[src/rtl/alu_cmd_issuer.sv]
// Initiator front end for the registered ALU: queues commands, issues one at a time,
// waits out the ALU latency and returns each captured result on a valid/ready stream.
module alu_cmd_issuer #(
  parameter int DEPTH = 4,
  parameter int LAT   = 1
) (
  input  logic       clk,
  input  logic       rst,
  input  logic       cmd_valid,
  output logic       cmd_ready,
  input  logic [3:0] cmd_a,
  input  logic [3:0] cmd_b,
  input  logic [2:0] cmd_op,
  output logic [3:0] alu_a,
  output logic [3:0] alu_b,
  output logic [2:0] alu_op,
  input  logic [3:0] alu_result,
  input  logic       alu_carry,
  output logic       rsp_valid,
  input  logic       rsp_ready,
  output logic [3:0] rsp_result,
  output logic       rsp_carry,
  output logic       rsp_zero,
  output logic [2:0] rsp_op,
  output logic       busy
);

  localparam int AW = $clog2(DEPTH);
  localparam int CW = AW + 1;
  localparam logic [CW-1:0] FULL_CNT = CW'(DEPTH);

  localparam logic [1:0] S_IDLE = 2'd0;
  localparam logic [1:0] S_WAIT = 2'd1;
  localparam logic [1:0] S_RESP = 2'd2;

  typedef struct packed {
    logic [2:0] op;
    logic [3:0] a;
    logic [3:0] b;
  } cmd_t;

  cmd_t          r_mem [DEPTH];
  logic [AW-1:0] r_wr_ptr;
  logic [AW-1:0] r_rd_ptr;
  logic [CW-1:0] r_count;

  logic [1:0]    r_state;
  logic [2:0]    r_wait;
  logic [3:0]    r_alu_a;
  logic [3:0]    r_alu_b;
  logic [2:0]    r_alu_op;
  logic          r_rsp_valid;
  logic [3:0]    r_rsp_result;
  logic          r_rsp_carry;
  logic          r_rsp_zero;
  logic [2:0]    r_rsp_op;

  logic          w_empty;
  logic          w_full;
  logic          w_push;
  logic          w_pop;
  logic          w_arith;
  cmd_t          w_head;

  // cmd_ready depends only on the registered count, so a pop on a full edge cannot admit a push.
  assign w_empty = (r_count == '0);
  assign w_full  = (r_count == FULL_CNT);
  assign w_push  = cmd_valid && !w_full;
  assign w_pop   = (r_state == S_IDLE) && !w_empty;
  assign w_head  = r_mem[r_rd_ptr];
  assign w_arith = (r_alu_op[2:1] == 2'b00);

  always_ff @(posedge clk) begin
    if (w_push) r_mem[r_wr_ptr] <= '{op: cmd_op, a: cmd_a, b: cmd_b};
  end

  always_ff @(posedge clk or posedge rst) begin
    if (rst) begin
      r_wr_ptr <= '0;
      r_rd_ptr <= '0;
      r_count  <= '0;
    end else begin
      if (w_push) r_wr_ptr <= r_wr_ptr + AW'(1);
      if (w_pop)  r_rd_ptr <= r_rd_ptr + AW'(1);
      case ({w_push, w_pop})
        2'b10:   r_count <= r_count + CW'(1);
        2'b01:   r_count <= r_count - CW'(1);
        default: r_count <= r_count;
      endcase
    end
  end

  always_ff @(posedge clk or posedge rst) begin
    if (rst) begin
      r_state      <= S_IDLE;
      r_wait       <= '0;
      r_alu_a      <= '0;
      r_alu_b      <= '0;
      r_alu_op     <= '0;
      r_rsp_valid  <= 1'b0;
      r_rsp_result <= '0;
      r_rsp_carry  <= 1'b0;
      r_rsp_zero   <= 1'b0;
      r_rsp_op     <= '0;
    end else begin
      case (r_state)
        S_IDLE: begin
          if (!w_empty) begin
            r_alu_a  <= w_head.a;
            r_alu_b  <= w_head.b;
            r_alu_op <= w_head.op;
            r_wait   <= 3'(LAT);
            r_state  <= S_WAIT;
          end
        end
        S_WAIT: begin
          // Counter hits zero LAT+1 edges after issue, once the ALU register has settled.
          if (r_wait == 3'd0) begin
            r_rsp_result <= alu_result;
            r_rsp_carry  <= alu_carry && w_arith;
            r_rsp_zero   <= (alu_result == 4'd0);
            r_rsp_op     <= r_alu_op;
            r_rsp_valid  <= 1'b1;
            r_state      <= S_RESP;
          end else begin
            r_wait <= r_wait - 3'd1;
          end
        end
        S_RESP: begin
          if (rsp_ready) begin
            r_rsp_valid <= 1'b0;
            r_state     <= S_IDLE;
          end
        end
        default: r_state <= S_IDLE;
      endcase
    end
  end

  assign cmd_ready  = !w_full;
  assign alu_a      = r_alu_a;
  assign alu_b      = r_alu_b;
  assign alu_op     = r_alu_op;
  assign rsp_valid  = r_rsp_valid;
  assign rsp_result = r_rsp_result;
  assign rsp_carry  = r_rsp_carry;
  assign rsp_zero   = r_rsp_zero;
  assign rsp_op     = r_rsp_op;
  assign busy       = (r_state != S_IDLE) || !w_empty;

endmodule

[config.mk]
export PLATFORM = sky130hd
export DESIGN_NAME = alu_cmd_issuer
export DESIGN_NICKNAME = d
export VERILOG_FILES = /design/src/rtl/alu_cmd_issuer.sv
export SDC_FILE = /design/constraint.sdc
export NUM_CORES = 1
export LEC_CHECK = 0
export BUFFER_PORTS_ARGS = -buffer_cell sky130_fd_sc_hd__buf_2
export CAP_MARGIN = 25
export CELL_PAD_IN_SITES_DETAIL_PLACEMENT = 2
export CELL_PAD_IN_SITES_GLOBAL_PLACEMENT = 2
export CORE_MARGIN = 4
export CORE_UTILIZATION = 38
export DETAILED_ROUTE_END_ITERATION = 10
export HOLD_SLACK_MARGIN = 0.06
export PLACE_DENSITY = 0.84
export SLEW_MARGIN = 20
export SYNTH_ARGS = -nofsm -noshare
export SYNTH_HDL_FRONTEND = slang
export SYNTH_SLANG_ARGS = --single-unit
[constraint.sdc]
create_clock -name clk -period 2.18 [get_ports clk]
set_clock_uncertainty 0.05 [all_clocks]
set_input_delay 0.109 -clock clk [delete_from_list [all_inputs] [get_ports clk]]
set_output_delay 0.109 -clock clk [all_outputs]
set_load 0.005 [all_outputs]
== Yosys cells after proc, flatten, opt, wreduce, memory -nomap -nowiden ==
Memories as Yosys holds them, arrays and structs flattened. A register that Yosys moved wholly into a read port is not among the register bits.
Cells that the tools add are included.

* Flip-flop bits (word level): 22
* Memory bits (writable): 44
* Input port bits: 20
* Output and inout port bits: 23
* Memories: 1

* $add $sub $neg: 5
* Equality and inequality tests: 9
* Muxes and demuxes: 13
* Bitwise operators: 1
* Reduce and logical (&&, ||, !) cells: 20

{| class="wikitable"
|+ Memories
! memory !! words !! bits a word !! rd ports !! clocked after Yosys merged registers in !! wr ports !! RTL line !! source
|-
| r_mem || 4 || 11 || 1 || 1 || 1 || 42 || <nowiki>cmd_t r_mem [DEPTH];</nowiki>
|}

{| class="wikitable"
|+ Operators with widths
! operator !! number
|-
| 3-bit one-hot mux with 2 select lines || 2
|-
| 3-bit AND reduction || 3
|-
| 2-bit inequality test, second input constant || 4
|-
| 2-bit nonzero test || 4
|-
| 3-bit zero test || 2
|-
| 2-bit two-way mux || 3
|-
| 3-bit two-way mux || 2
|-
| 2-bit one-hot mux with 3 select lines || 1
|-
| 3-bit by 1-bit subtractor with 3-bit output, second input constant || 2
|-
| 2-bit by 1-bit adder with 2-bit output, second input constant || 2
|-
| 2-bit by 1-bit equality test with 1-bit output, second input constant || 2
|-
| 2-bit equality test, second input constant || 2
|-
| 2-bit zero test || 2
|-
| 4-bit zero test || 1
|-
| 1-bit two-way mux || 4
|-
| 2-bit AND reduction || 2
|-
| 3-bit by 1-bit adder with 3-bit output, second input constant || 1
|-
| 3-bit equality test, second input constant || 1
|-
| 1-bit logical AND || 3
|-
| 1-bit zero test || 2
|-
| 1-bit one-hot mux with 2 select lines || 1
|-
| 1-bit logical OR || 1
|-
| 1-bit inverter || 1
|}

== Longest topological paths before layout ==
Gate-level depths: netlist of the first run.

* Depth after elaboration: 5
* Depth in mapped cells: 10

== Worst setup path after synthesis of the first run ==
Ideal clock, no wire load.

* Path kind: reg2reg
* Start point: register r_count[0]
* End point: register r_count[2]
* Library setup time: 0.079 ns
* Data arrival time: 2.043 ns
* Slack: 0.008 ns
* Cell stages (with the launch flop): 10
* Buffers on the path: 0
* Period minus slack after synthesis: 2.172 ns
* Path through: dfrtp_1 > or3b_1 > and2_4 > inv_1 > ha_1 > inv_1 > fa_1 > xor2_1 > nor2_1 > xor2_1

* Longest elaborated chain between the ends: 5
* Elaborated cells on any way between the ends: 12
* Those cells by class: 2 x add/sub; 3 x eq/ne; 1 x mux; 6 x reduce/logical

{| class="wikitable"
|+ Ends and longest elaborated chain
! item !! RTL line !! source
|-
| start, declared || 45 || <nowiki>logic [CW-1:0] r_count;</nowiki>
|-
| start signal, assigned || 86 || <nowiki>2'b10: r_count <= r_count + CW'(1);</nowiki>
|-
| start signal, assigned || 87 || <nowiki>2'b01: r_count <= r_count - CW'(1);</nowiki>
|-
| start signal, assigned || 88 || <nowiki>default: r_count <= r_count;</nowiki>
|-
| 3-bit equality test (*) || 67 || <nowiki>assign w_full = (r_count == FULL_CNT);</nowiki>
|-
| 1-bit zero test (*) || - ||
|-
| named net cmd_ready || 10 || <nowiki>output logic cmd_ready,</nowiki>
|-
| 1-bit logical AND (*) || 68 || <nowiki>assign w_push = cmd_valid && !w_full;</nowiki>
|-
| 2-bit by 1-bit equality test with 1-bit output / 2-bit equality test (equally long branches) || 85 || <nowiki>case ({w_push, w_pop})</nowiki>
|-
| 3-bit one-hot mux with 2 select lines / 2-bit nonzero test (equally long branches) || - ||
|}

Mark *: on every way through the listed nets, which the timed path passes. The rest lies on a longest branch.
A chain may end at the register's enable or synchronous reset.

== Final worst setup path of the first run ==
* Start point: register r_count[1]
* End point: register r_count[2]

* Longest elaborated chain between the ends: 5
* Elaborated cells on any way between the ends: 12
* Those cells by class: 2 x add/sub; 3 x eq/ne; 1 x mux; 6 x reduce/logical

{| class="wikitable"
|+ Ends and longest elaborated chain
! item !! RTL line
|-
| 3-bit equality test / 3-bit zero test (equally long branches) || 67, 66
|-
| 1-bit zero test (on tied branches) || 68, 69
|-
| 1-bit logical AND (on tied branches) || 68, 69
|-
| 2-bit by 1-bit equality test with 1-bit output / 2-bit equality test (equally long branches) || 85
|-
| 3-bit one-hot mux with 2 select lines / 2-bit nonzero test (equally long branches) || -
|}

Several ways; a longest one is shown, not always the timed one.

==> flow_metrics.env, run 1 <==
export IMPL_dpl_hpwl_um=4830
export IMPL_crit_type="reg -> reg"
export IMPL_nNetsFinal=276
export IMPL_gr_usage_all_layers=0.156
export IMPL_num_antenna_cells=0
export IMPL_cap_violations=0
export IMPL_p_per_area_nw_per_um2=1420
export IMPL_worst_slack_ps=58.9
export IMPL_drc=0
export IMPL_dieArea_sq_um=9840
export IMPL_crit_path_start_kind="flop"
export IMPL_drt_first_iter_violations=73
export IMPL_synth_distinct_cells=38
export IMPL_yosys_register_bits=77
export IMPL_numCtsBuffers=9
export IMPL_firstDrtPassIters=4
export IMPL_start_util=0.389
export IMPL_synth_avg_cell_area_sq_um=18.7
export IMPL_end_kind="flop"
export IMPL_yosysWarnings=0
export IMPL_avgViaCountPerCell=4.89
export IMPL_die_y_um=99.2
export IMPL_finalWirelength_um=7120
export IMPL_num_io_pins=43
export IMPL_fillers=780
export IMPL_final_hold_viol_count=0
export IMPL_grt_pass1_vias=2038
export IMPL_wl_per_cell_um=19.9
export IMPL_min_path_type="in -> reg"
export IMPL_cts_sinks=77
export IMPL_cts_root_buffer="clkbuf_8"
export IMPL_relSlewSlack=0.530
export IMPL_synthDominantCellAreaShare=0.418
export IMPL_portBuffers=42
export IMPL_layout_drive_gt1_share=0.407
export IMPL_place_ws_ps=-32.9
export IMPL_areaGrowthSynthToFinish_pct=24.3
export IMPL_clk_pin_slew_worst_paths_ps=70
export IMPL_status="complete, no violations"
export IMPL_finalNonFillerCells=358
export IMPL_max_freq_mhz=471
export IMPL_antenna_found_initial=0
export IMPL_busiest_layer="met2"
export IMPL_tightest_slew_ps=705
export IMPL_clock_tree_buffer_depth=2
export IMPL_rsz0062_at_grt="true"
export IMPL_gp_congestion=0.693
export IMPL_syn_num_nets=197
export IMPL_synth_seq_area_share=0.679
export IMPL_required_ps=2390
export IMPL_met3_usage=0.0245
export IMPL_ir_worst_vdd_mv=0.420
export IMPL_fin_crit_sh=0.973
export IMPL_synth_edf_count=44
export IMPL_critPathArrivalTime_ps=2330
export IMPL_syn_inst=169
export IMPL_synthArstFlopShare=0.429
export IMPL_finalWorstPathRequiredPeriod_ps=2120
export IMPL_syn_cell_area_sq_um=3160
export IMPL_placed_area_sq_um=3520
export IMPL_cp_max_fo=2
export IMPL_row_count=33
export IMPL_leakagePower_nw=1.61
export IMPL_finalSetupViolCount=0
export IMPL_fp_coreArea_sq_um=8130
export IMPL_use_met1=0.186
export IMPL_cts_max_level=3
export IMPL_die_x_um=99.2
export IMPL_clkLatencyLatePin_ps=340
export IMPL_vias=1751
export IMPL_drtAntennaViolNets=0
export IMPL_grt_overflow=0
export IMPL_synthTopCellsByArea="edfxtp_1 (42%), dfrtp_1 (26%), mux4_1 (6.7%), mux2_4 (4.3%), mux2_2 (4.3%)"
export IMPL_grt_first_pass_wirelength_um=11600
export IMPL_slew_viol_final=0
export IMPL_grt_max_degree=34
export IMPL_final_util=0.483
export IMPL_yosys_area_top_type="edfxtp_1"
export IMPL_design_area_sq_um=3930
export IMPL_dp_cells=321
export IMPL_synth_ff_type="edfxtp_1"
export IMPL_cts_tree="built"
export IMPL_use_met2=0.281
## per-layer routing
layer  wire, um  part of all wire
met5          0                 0
met4        102             0.014
met3        244             0.034
met2       3940              0.55
met1       2840              0.40
## registers in the layout (all words and copies together) (netlist names)
name / count
r_count: 3
r_wait: 3
rsp_carry: 1
rsp_valid: 1
rsp_zero: 1
r_wr_ptr: 2
rsp_op: 3
alu_a: 4
r_mem: 44
rsp_result: 4
r_state: 2
alu_op: 3
r_rd_ptr: 2
alu_b: 4
## cells in the mapped netlist, types with 2 or more instances
| cell | count |
|---|---|
| nand2_1 | 3 |
| ha_1 | 7 |
| mux4_1 | 8 |
| xor2_1 | 2 |
| mux4_2 | 3 |
| mux2_2 | 12 |
| dfrtp_1 | 33 |
| and3_1 | 4 |
| xnor2_1 | 4 |
| nor2_1 | 2 |
| inv_1 | 9 |
| nor3_1 | 2 |
| edfxtp_1 | 44 |
| nand3b_1 | 2 |
| nand2b_1 | 3 |
| mux2_4 | 9 |
## layout by cell type (no fill, tap or decap), types with 6 or more instances in the layout
| cell | n |
|---|---|
| buf_2 | 42 |
| buf_4 | 12 |
| clkbuf_8 | 9 |
| dfrtp_1 | 33 |
| dlygate4sd3_1 | 17 |
| edfxtp_1 | 44 |
| ha_1 | 6 |
| inv_1 | 7 |
| mux2_2 | 12 |
| mux2_4 | 9 |
| mux4_1 | 8 |
## worst paths after layout
| kind | startpoint | to | slack (ps) | cells after the start |
|---|---|---|---|---|
| min in group asynchronous | rst | rsp_result[0] | 350 | 4 |
| max in group asynchronous | rst | alu_a[1] | 1410 | 4 |
| hold reg to reg | rsp_valid | rsp_valid | 430 | 1 |
| setup / recovery | r_count[1] | r_count[2] | 60 | 9 |
| hold / removal | alu_carry | rsp_carry | 180 | 3 |
| setup reg to reg | r_count[1] | r_count[2] | 60 | 9 |
## power breakdown
part | total [mW] | switching, mW | internal [mW]
sequential | 2.35 | 0.298 | 2.05
combinational | 2.17 | 0.987 | 1.18
clock | 1.04 | 0.517 | 0.525
## final cells by class
class	count	area (sq um)	area share
sequential	77	2150	0.546
clock buffer	10	128	0.0325
tap	105	131	0.0334
timing repair buffer	71	470	0.120
multi-input combinational	79	946	0.241
inverter	10	42.5	0.0108
clock inverter	6	63.8	0.0162
## per-stage QoR
step	hold WS, ps	power (mW)	TNS [ps]
after detailed placement	187	4.46	-32.9
after CTS	86.5	5.59	0
after floorplan	148	3.75	0
after global routing	216	5.96	-24.5
after global placement	179	4.26	0
final	183	5.56	0
## cells by family (layout without fill, tap and decap cells)
kind of cell / after synthesis / count (layout) / share of synthesized area
fa+ha+maj: 8 / 8 / 0.0340
simple gates: 25 / 25 / 0.0503
flops: 77 / 77 / 0.679
mux: 33 / 33 / 0.177
compound gates: 7 / 7 / 0.0162
buf+inv: 13 / 97 / 0.0269
xor+xnor: 6 / 6 / 0.0166
## timing repair
action / in CTS / in global routing
endpoints found under the hold margin: 83 / 0
setup endpoints to repair: 1 / 1
gates cloned: 0 / 0
gates resized for setup: 3 / 4
hold buffers: 17 / 0
pin swaps: 3 / 6
buffers inserted: 2 / 2
## worst max-delay path, stage by stage (launching register included)
cell	delay (ps)
dfrtp_1	400
or3b_4	410
and2_4	160
inv_4	60
ha_4	140
inv_2	40
fa_2	370
xor2_1	140
nor2_1	110
xor2_1	160
(Power assumes the default switching activity.)
==> inputs of run 2 (changes only) <==
Settings changed: CTS_CLUSTER_SIZE set to 20, SETUP_SLACK_MARGIN set to 0.2.
==> run 2 against run 1 <==
Net effect: core utilization rose by 0.95 points; critical path depth is the same; largest cell class unchanged; die area is the same; final area up 2.0%; global-route usage increased by 0.62 points.
==> flow_metrics.env, run 2 (synthesis results as in run 1) <==
export IMPL_r2r_cells=9
export IMPL_worstReg2RegStart="r_count[0]"
export IMPL_p_seq_frac=0.406
export IMPL_finalWorstPathRequiredPeriod_ps=2060
export IMPL_dp_cells=324
export IMPL_drc=0
export IMPL_cts_sinks=77
export IMPL_die_y_um=99.2
export IMPL_final_hold_viol_count=0
export IMPL_met3_usage=0.0302
export IMPL_grt_first_pass_wirelength_um=11800
export IMPL_path_cells="or3b_4, and2_4, inv_2, ha_4, inv_2, fa_2, xor2_1, nor2_1, xor2_1"
export IMPL_cp_top_family="simple AND/OR/NAND/NOR gates"
export IMPL_gr_usage_all_layers=0.162
export IMPL_grt_overflow=0
export IMPL_grt_pass1_vias=2103
export IMPL_p_clk_frac=0.191
export IMPL_clkLatencyLatePin_ps=350
export IMPL_cap_violations=0
export IMPL_ir_worst_vdd_mv=0.532
export IMPL_portBuffers=42
export IMPL_relSlewSlack=0.605
export IMPL_fp_coreArea_sq_um=8130
export IMPL_cts_root_buffer="clkbuf_8"
export IMPL_vias=1838
export IMPL_areaGrowthSynthToFinish_pct=26.8
export IMPL_die_x_um=99.2
export IMPL_p_per_area_nw_per_um2=1440
export IMPL_clock_tree_buffer_depth=2
export IMPL_num_io_pins=43
export IMPL_gp_congestion=0.684
export IMPL_largest_reg_flops=44
export IMPL_wl_per_cell_um=20.4
export IMPL_critPathArrivalTime_ps=2280
export IMPL_row_count=33
export IMPL_rsz0062_at_grt="true"
export IMPL_whs_path_depth=3
export IMPL_tns_ps=0
export IMPL_final_common_cell="edfxtp_1"
export IMPL_slew_viol_final=0
export IMPL_finalNonFillerCells=365
export IMPL_r2r_end="r_count[2]"
export IMPL_finalWirelength_um=7450
export IMPL_final_util=0.493
export IMPL_use_met1=0.178
export IMPL_fin_crit_sh=0.946
export IMPL_end_kind="flop"
export IMPL_drtAntennaViolNets=0
export IMPL_p_sw_mw=1.88
export IMPL_min_path_type="in -> reg"
export IMPL_grt_max_degree=34
export IMPL_clk_pin_slew_worst_paths_ps=80
export IMPL_leakagePower_nw=1.67
export IMPL_cts_tree="built"
export IMPL_num_antenna_cells=0
export IMPL_largest_register="r_mem"
export IMPL_crit_path_start_kind="flop"
export IMPL_sw_frac_of_total=0.326
export IMPL_avgViaCountPerCell=5.04
export IMPL_nNetsFinal=283
export IMPL_hold_slack_ps=155
export IMPL_p_int_mw=3.89
export IMPL_dpl_hpwl_um=4950
export IMPL_firstDrtPassIters=4
export IMPL_worstHoldEndpoint="rsp_carry"
export IMPL_cts_max_level=3
export IMPL_max_stage_delay_ps=410
export IMPL_max_freq_mhz=485
export IMPL_required_ps=2400
export IMPL_cp_max_fo=2
export IMPL_dieArea_sq_um=9840
export IMPL_cp_slowest_cell="dfrtp_1"
export IMPL_hp_start="alu_carry"
export IMPL_drt_first_iter_violations=63
export IMPL_rrSetupSlack_ps=120
export IMPL_numCtsBuffers=9
export IMPL_status="complete, no violations"
export IMPL_crit_buf_inv=2
export IMPL_crit_type="reg -> reg"
export IMPL_layout_drive_gt1_share=0.431
export IMPL_finalSetupViolCount=0
export IMPL_antenna_found_initial=0
export IMPL_busiest_layer="met2"
export IMPL_total_power_mw=5.78
export IMPL_tightest_slew_ps=593
export IMPL_start_util=0.389
export IMPL_combPwrFrac=0.403
export IMPL_use_met2=0.305
export IMPL_mostFrequentLayoutCells="edfxtp_1 (44), buf_2 (42), dfrtp_1 (33)"
run 2: changes by cell type in the layout (fill, tap and decap cells not counted), moves of 2 or more:
cell and delta:
buf_4 +5, buf_6 +2, clkinvlp_4 -3, inv_6 +2
run 2: area by class of cell:
type	instances	area (sq um)
fillers	761	4130
clock buffers	10	138
multi-input cells	79	951
clock inverters	6	68.8
flip-flops and latches	77	2150
repair buffers	78	531
inverters	10	40.0
well taps	105	131
run 2: power by group through the flow:
stage,Combinational [mW],Clock [mW],Sequential [mW]
floorplan,1.49,0,2.30
global placement,2.02,0,2.32
detailed placement,2.17,0,2.38
CTS,2.31,1.14,2.35
global route,2.54,1.23,2.41
finish,2.33,1.10,2.35
run 2: timing repair:
action,CTS,global route
buffers inserted,5,3
hold buffers,17,0
endpoints found under the hold margin,83,0
setup endpoints to repair,2,11
gates cloned,0,0
resized for setup,0,3
pin swaps,5,3
run 2: worst max path at each step:
stage                           from          to  slack (ps)  cells after the start
after CTS                 r_count[0]  r_count[2]         120                      9
after floorplan           r_count[0]  r_count[2]         150                      9
final                     r_count[0]  r_count[2]         120                      9
after detailed placement  r_count[1]  r_count[2]          30                      9
after global routing      r_count[0]  r_count[2]          -2                      9
after global placement    r_count[1]  r_count[2]         110                      9
run 2: layer usage:
layer	part of all wire	routed length, um
met3	0.045	336
met4	0.015	113
met5	0	0
met1	0.39	2880
met2	0.55	4120
run 2: worst register-to-register path: stages (launching register included):
cell and delay [ps]:
dfrtp_1 410, or3b_4 410, and2_4 150, inv_2 60
ha_4 130, inv_2 30, fa_2 330, xor2_1 150
nor2_1 130, xor2_1 160
run 2: metrics by stage:
stage,worst slack [ps],area (sq um)
6_report,117,4010
5_1_grt,-1.66,4010
4_1_cts,122,3970
3_5_place_dp,26.5,3560
3_3_place_gp,114,3560
2_1_floorplan,149,3180
==> inputs of run 3 (changes only) <==
Settings changed: CORE_UTILIZATION 38 to 45, PLACE_DENSITY 0.84 to 0.92, SLEW_MARGIN 20 to not set.
Clock period 2.18 ns to 2.4 ns, I/O delays scaled along.
==> run 3 against run 2 <==
Net effect: register-to-register slack improved by 210 ps; final area decreased by 3.6%; setup slack improved by 210 ps; first-iteration DRC count rose by 9.5%; via count decreased by 5.9%; core utilization increased by 7.6 points; clock-buffer cell count is 2 higher.
==> flow_metrics.env, run 3 (synthesis results as in run 1) <==
export IMPL_dieArea_sq_um=8430
export IMPL_end_kind="flop"
export IMPL_portBuffers=42
export IMPL_rsz0062_at_grt="true"
export IMPL_tns_ps=0
export IMPL_clkLatencyLatePin_ps=340
export IMPL_nNetsFinal=273
export IMPL_dpl_hpwl_um=5090
export IMPL_fp_coreArea_sq_um=6790
export IMPL_finalSetupViolCount=0
export IMPL_grt_first_pass_wirelength_um=11400
export IMPL_firstDrtPassIters=4
export IMPL_clock_tree_buffer_depth=2
export IMPL_rrSetupSlack_ps=320
export IMPL_die_x_um=91.8
export IMPL_placed_area_sq_um=3480
export IMPL_numCtsBuffers=9
export IMPL_layout_drive_gt1_share=0.396
export IMPL_wl_per_cell_um=21.1
export IMPL_leakagePower_nw=1.59
export IMPL_cp_startpoint="r_count[0]"
export IMPL_slew_viol_final=0
export IMPL_gr_usage_all_layers=0.185
export IMPL_antenna_found_initial=0
export IMPL_required_ps=2610
export IMPL_min_path_type="in -> reg"
export IMPL_avgViaCountPerCell=5.00
export IMPL_cts_tree="built"
export IMPL_gp_congestion=0.769
export IMPL_crit_type="reg -> reg"
export IMPL_largest_reg_flops=44
export IMPL_crit_path_start_kind="flop"
export IMPL_num_io_pins=43
export IMPL_mostFrequentLayoutCells="edfxtp_1 (44), buf_2 (42), dfrtp_1 (33)"
export IMPL_finalWirelength_um=7310
export IMPL_clk_pin_slew_worst_paths_ps=70
export IMPL_drtAntennaViolNets=0
export IMPL_fillers=592
export IMPL_p_per_area_nw_per_um2=1280
export IMPL_areaGrowthSynthToFinish_pct=22.2
export IMPL_fin_crit_sh=0.865
export IMPL_start_util=0.465
export IMPL_worstReg2RegStart="r_count[0]"
export IMPL_num_antenna_cells=0
export IMPL_cts_root_buffer="clkbuf_8"
export IMPL_r2r_end="r_count[2]"
export IMPL_cap_violations=0
export IMPL_relSlewSlack=0.565
export IMPL_grt_pass1_vias=2033
export IMPL_grt_max_degree=34
export IMPL_ir_worst_vdd_mv=0.547
export IMPL_final_hold_viol_count=0
export IMPL_crit_path_end="r_count[2]"
export IMPL_grt_overflow=0
export IMPL_max_freq_mhz=482
export IMPL_vias=1729
export IMPL_tightest_slew_ps=653
export IMPL_final_util=0.569
export IMPL_status="complete, no violations"
export IMPL_finalWorstPathRequiredPeriod_ps=2080
export IMPL_design_area_sq_um=3860
export IMPL_cp_max_fo=3
export IMPL_r2r_cells=9
export IMPL_largest_register="r_mem"
export IMPL_cts_sinks=77
export IMPL_die_y_um=91.8
export IMPL_cts_max_level=3
export IMPL_final_common_cell="edfxtp_1"
export IMPL_drt_first_iter_violations=69
export IMPL_critPathArrivalTime_ps=2280
export IMPL_drc=0
export IMPL_row_count=30
[run 3: changes by cell type in the layout (fill, tap and decap cells not counted), sizes merged]
cell	delta
inv	-2
clkinvlp	+1
clkbuf	+2
bufinv	-1
buf	-10
[run 3: power by group]
part | internal, mW | leakage (nW) | switching (mW)
registers | 1.86 | 0.795 | 0.281
logic | 1.05 | 0.716 | 0.926
clock network | 0.373 | 0.0764 | 0.455
[run 3: worst min path at each step]
stage | from | to | cells after the start
6_report | alu_carry | rsp_carry | 3
5_1_grt | alu_carry | rsp_carry | 3
4_1_cts | cmd_valid | r_wr_ptr[0] | 3
3_5_place_dp | rst | rsp_result[2] | 3
3_3_place_gp | rst | rsp_result[2] | 3
2_1_floorplan | rsp_ready | r_state[1] | 1
[run 3: cell type report]
cell class	instances	area (sq um)	area share
sequential	77	2150	0.556
multi-input combinational	79	948	0.245
timing repair buffer	68	448	0.116
clock buffer	12	135	0.0350
tap	96	120	0.0311
inverter	10	40.0	0.0104
clock inverter	4	25.0	0.00648
[run 3: worst max-delay path, stage by stage (launching register included)]
cell	delay [ps]
dfrtp_1	380
or3b_4	400
and2_4	170
inv_2	60
ha_4	120
inv_1	50
fa_2	330
xor2_1	150
nor2_1	120
xor2_1	170
[run 3: per-stage QoR]
stage	power (mW)	hold WS [ps]	cells	setup WS [ps]
5_1_grt	5.26	182	346	194
2_1_floorplan	3.41	159	169	228
6_report	4.95	153	346	324
3_3_place_gp	3.83	185	309	232
4_1_cts	4.97	126	345	215
3_5_place_dp	4.06	214	309	144
[run 3: per-layer routing]
layer  wire length, um  up-vias  GRT usage  share of wire
met2              4050       28      0.334           0.55
li1                  -      791          -              -
met4               142        0     0.0718          0.019
met5                 0        -          0              0
met3               166       13     0.0336          0.023
met1              2960      897      0.217           0.40
[run 3: what timing repair did]
item | in CTS | in global routing
gates resized for setup | 2 | 4
pin swaps | 3 | 5
endpoints found under the setup margin | 1 | 1
buffers inserted | 3 | 1
hold endpoints to repair | 82 | 0
hold buffers | 17 | 0
